--- src/rtl/rtc_bus_arbiter.sv ---
// Three-requester arbiter in front of a single RTC register bus, with a 9-bit transaction watchdog.
// Define ARB_ROUND_ROBIN_EN for rotating priority; the default is fixed priority 0 > 1 > 2.
module rtc_bus_arbiter (
  input  logic       clk,
  input  logic       reset,
  input  logic [2:0] req,
  input  logic [7:0] dir0,
  input  logic [7:0] dir1,
  input  logic [7:0] dir2,
  input  logic [7:0] data0,
  input  logic [7:0] data1,
  input  logic       bus_done,
  input  logic [7:0] bus_rdata,
  output logic       bus_start,
  output logic       bus_wr,
  output logic       bus_rd,
  output logic [7:0] bus_dir,
  output logic [7:0] bus_data,
  output logic [2:0] grant,
  output logic [2:0] done,
  output logic [7:0] rd_data,
  output logic       timeout
);
  typedef enum logic [1:0] {IDLE, GRANT, BUSY, DONE} state_t;

  state_t     state, state_nxt;
  logic [2:0] own_oh;
  logic       is_rd, to_flag, wd_exp;
  logic [8:0] wdog;
  logic [1:0] ptr, win;
  logic [7:0] sel_dir, sel_data;

  assign wd_exp = (wdog == 9'd511);

  function automatic logic [1:0] rot(input logic [1:0] p, input logic [1:0] i);
    logic [2:0] s;
    s = {1'b0, p} + {1'b0, i};
    return (s >= 3'd3) ? 2'(s - 3'd3) : s[1:0];
  endfunction

  // scan from ptr upward; the lowest offset with a request wins
  always_comb begin
    win = 2'd0;
    for (int i = 2; i >= 0; i--)
      if (req[rot(ptr, 2'(i))]) win = rot(ptr, 2'(i));
  end

  always_comb begin
    sel_dir  = dir2;
    sel_data = 8'h00;
    case (win)
      2'd0:    begin sel_dir = dir0; sel_data = data0; end
      2'd1:    begin sel_dir = dir1; sel_data = data1; end
      default: ;
    endcase
  end

`ifdef ARB_ROUND_ROBIN_EN
  always_ff @(posedge clk or negedge reset) begin
    if (!reset)                    ptr <= 2'd0;
    else if (state == IDLE && |req) ptr <= (win == 2'd2) ? 2'd0 : win + 2'd1;
  end
`else
  assign ptr = 2'd0;
`endif

  always_ff @(posedge clk or negedge reset) begin
    if (!reset) state <= IDLE;
    else        state <= state_nxt;
  end

  always_comb begin
    state_nxt = state;
    case (state)
      IDLE:  if (|req) state_nxt = GRANT;
      GRANT: state_nxt = BUSY;
      BUSY:  if (bus_done || wd_exp) state_nxt = DONE;
      DONE:  state_nxt = IDLE;
      default: state_nxt = IDLE;
    endcase
  end

  always_comb begin
    grant     = (state != IDLE) ? own_oh : 3'b000;
    done      = (state == DONE) ? own_oh : 3'b000;
    bus_start = (state == BUSY) && (wdog == 9'd0);
    bus_wr    = (state != IDLE) && !is_rd;
    bus_rd    = (state != IDLE) && is_rd;
    timeout   = (state == DONE) && to_flag;
  end

  // transaction is captured once in IDLE; later requester activity cannot disturb it
  always_ff @(posedge clk or negedge reset) begin
    if (!reset) begin
      own_oh   <= 3'b000;
      is_rd    <= 1'b0;
      bus_dir  <= 8'h00;
      bus_data <= 8'h00;
      rd_data  <= 8'h00;
      wdog     <= 9'd0;
      to_flag  <= 1'b0;
    end else begin
      case (state)
        IDLE: if (|req) begin
          own_oh   <= 3'b001 << win;
          is_rd    <= (win == 2'd2);
          bus_dir  <= sel_dir;
          bus_data <= sel_data;
        end
        GRANT: begin
          wdog    <= 9'd0;
          to_flag <= 1'b0;
        end
        BUSY: begin
          wdog <= wdog + 9'd1;
          if (bus_done) begin
            if (is_rd) rd_data <= bus_rdata;
          end else if (wd_exp) begin
            to_flag <= 1'b1;
          end
        end
        default: ;
      endcase
    end
  end
endmodule

--- config.mk ---
export PLATFORM = sky130hd
export DESIGN_NAME = rtc_bus_arbiter
export DESIGN_NICKNAME = d
export VERILOG_FILES = /design/src/rtl/rtc_bus_arbiter.sv
export SDC_FILE = /design/constraint.sdc
export NUM_CORES = 1
export LEC_CHECK = 0
export BUFFER_PORTS_ARGS = -buffer_cell sky130_fd_sc_hd__buf_2
export CORE_ASPECT_RATIO = 1.75
export CORE_UTILIZATION = 51
export DETAILED_ROUTE_END_ITERATION = 8
export PLACE_DENSITY = 0.85
export SLEW_MARGIN = 0
export SYNTH_ARGS = -nofsm -noshare
export SYNTH_HDL_FRONTEND = slang
export SYNTH_SLANG_ARGS = --single-unit
--- constraint.sdc ---
create_clock -name clk -period 4.3 [get_ports clk]
set_input_delay 0.43 -clock clk [delete_from_list [all_inputs] [get_ports clk]]
set_output_delay 0.43 -clock clk [all_outputs]
set_load 0.02 [all_outputs]
==> out/qor.csv <==
stage,metric,value,unit
final_layout,drive_above_1_share,35.2,%
timing,slew_viol_final,0,
timing,min_period,2330,ps
clock_network,insertion_delay,290,ps
setup_path,required,3870,ps
flow_run,cap_violations,0,
floorplanning,row_count,30,
grt,first_global_vias,1779,
place,dp_hpwl,3720,um
clock_network,cts_buffer_depth,2,
clock_network,clock-sinks,39,
floorplanning,die_area,0.00434,sq mm
final_layout,final_cell_mix,"87 x buf_2, 39 x dfrtp_1, 19 x a21oi_1, 17 x a22o_1, 14 x nand2_1",
final_layout,mostFrequentLayoutCell,buf_2,
worst_hold_path,min_path_type,primary input to asynchronous set/reset pin,
final_layout,stdcell_count,335,
synth,synth_edf_count,0,
synth,ys_seq_elements,39,
clock_network,cts_made_buffers,5,
place,placed_cell_area,0.00250,sq mm
timing,finalHoldViolations,0,
place,gp_congestion,0.944,
drt,dr.pass1.iters,4,
setup_path,worstPathMaxFanout,12,
clock_network,cts_tree,done,
grt,grt_max_degree,40,
grt,grt_usage,24.7,%
grt,antenna_found_initial,0,
power,p_leak,1.34,nW
final_layout,register_area,976,sq um
clock_network,cts_repair_resize_count,0,
setup_path,setup.worst_path.class,flip-flop to primary output,
clock_network,cts_hold_buf,0,
final_layout,insertedDiodeCount,0,
timing,rsz0062_at_grt,no,
synth,synthCells,205,
drt,vias,1882,
timing,slew_headroom,42.8,%
final_layout,fin_nets,347,
synth,seq_area_frac_synth,47.0,%
clock_network,cts_root_buffer,clkbuf_8,
clock_network,cts_setup_buffers,0,
synth,syn_nets,266,
setup_path,startpoint,state[0]$_DFFE_PN0P_,
synth,syn-cell-area,0.00208,sq mm
synth,async_reset_ff_share,100,%
synth,ys.flop_type,dfrtp_1,
final_layout,area_growth,25.8,%
setup_path,end_kind,primary output,
grt,grt_pass1_wl,8070,um
synth,yosysWarnings,0,
final_layout,finalCoreUtilization,66.9,%
power,p_total,0.00175,W
timing,fin_skew,5.44,ps
final_layout,fill_cells,331,
floorplanning,core,0.00390,sq mm
final_layout,multi_input_area,986,sq um
clock_network,cts_max_level,2,
synth,synth_cell_types,41,
place,dp_cells,327,
floorplanning,start_util,53.2,%
place,io_buffers,87,
synth,avgSynthCellArea,10.1,sq um
setup_path,cp.arrival,1900,ps
final_layout,fin_area,0.00261,sq mm
timing,fin_setup_tns,0,ps
power,powerDensity,672,mW/mm^2
setup_path,r2r_start,state[1]$_DFFE_PN0P_,
drt,finalWirelength,5070,um
timing,worst_slew_pin_slew,858,ps
grt,grt-ovfl-total,0,
drt,routed_via_density,5.62,
drt,ant_nets,0,
drt,drtIter0Drc,67,
timing,timing.fmax,429,MHz
timing,period_share,54.2,%
clock_network,clkTransAtPathRegs,80,ps
floorplanning,die_w,50.2,um
setup_path,start_kind,flip-flop,
drt,wire_per_inst,15.1,um
run_status,outcome,"finished, final reports clean",
floorplanning,pin_count,88,
drt,drc,0,
timing,setup_viol_count_final,0,
power,vdd_drop_max,0.502,mV
floorplanning,fp.dieH,86.4,um
metal layers:
layer	vias to the layer above	part of all wire (%)	track usage [%]
met5	-	0	0
met4	0	1.3	13.0
met3	8	4.8	5.09
met2	65	57	43.0
met1	899	37	27.7
li1	910	-	-
cells in the mapped netlist (2+ instances only):
library cell / number / area, sq um
dfrtp_1: 39 / 976
a21oi_1: 19 / 95.1
a22o_1: 17 / 149
nand2_1: 14 / 52.6
nor2_1: 12 / 45.0
inv_1: 11 / 41.3
a21o_1: 7 / 52.6
ha_1: 7 / 87.6
nand3_1: 7 / 35.0
nand3b_1: 7 / 52.6
o21ai_1: 7 / 35.0
clkbuf_1: 6 / 22.5
and2_1: 4 / 25.0
buf_2: 4 / 20.0
mux2_1: 4 / 45.0
mux2_2: 4 / 45.0
nor2b_1: 4 / 25.0
a211o_1: 2 / 17.5
buf_6: 2 / 22.5
mux2i_1: 2 / 20.0
nand2b_1: 2 / 12.5
nand4_1: 2 / 12.5
nor4_1: 2 / 12.5
o211a_1: 2 / 20.0
or3_1: 2 / 12.5
path summary, 6_finish.rpt:
check	endpoint	slack [ps]	cells after the start
setup / recovery	bus_start	1970	5
hold / removal	bus_dir[2]$_DFFE_PN0P_	250	1
setup reg to reg	bus_data[0]$_DFFE_PN0P_	2320	4
hold reg to reg	bus_dir[7]$_DFFE_PN0P_	500	1
max in group asynchronous	bus_data[2]$_DFFE_PN0P_	3520	1
min in group clk	rd_data[2]$_DFFE_PN0P_	350	2
layout make-up:
type | instances | area share [%]
well taps | 48 | 2.30
inverters | 11 | 1.58
flip-flops and latches | 39 | 37.4
repair buffers | 87 | 16.7
clock buffers | 5 | 2.64
multi-input cells | 142 | 37.8
clock inverters | 3 | 1.68
flip-flops by register name, summed over array words and instances, names as in the netlist:
register / cells
rd_data: 8
own_oh: 3
to_flag: 1
wdog: 9
bus_data: 8
bus_dir: 8
state: 2
report_power, final:
part	internal [W]	switching [W]	total (W)	leakage, nW
clock	0.000173	0.000131	0.000303	0.0581
sequential	0.000511	0.0000911	0.000602	0.487
combinational	0.000318	0.000531	0.000849	0.797
logic make-up (layout without fill, tap and decap cells):
| kind of cell | Yosys count | after routing | share of synthesized area [%] |
|---|---|---|---|
| mux | 10 | 10 | 5.30 |
| flops | 39 | 39 | 47.0 |
| compound gates | 66 | 66 | 23.0 |
| fa+ha+maj | 7 | 7 | 4.22 |
| simple gates | 59 | 59 | 14.9 |
| buf+inv | 24 | 106 | 5.49 |
stage by stage:
step / setup WS [ps] / hold slack [ps]
floorplan: 2320 / 134
global placement: 2390 / 470
detailed placement: 2310 / 483
CTS: 1980 / 277
global route: 1840 / 321
finish: 1970 / 252
worst max-delay path: stages (launching register included):
cell,delay (ps)
dfrtp_1,430
inv_1,110
ha_1,430
inv_1,160
nor4_2,290
buf_2,200
No activity file was read; power rests on OpenSTA's default activity.
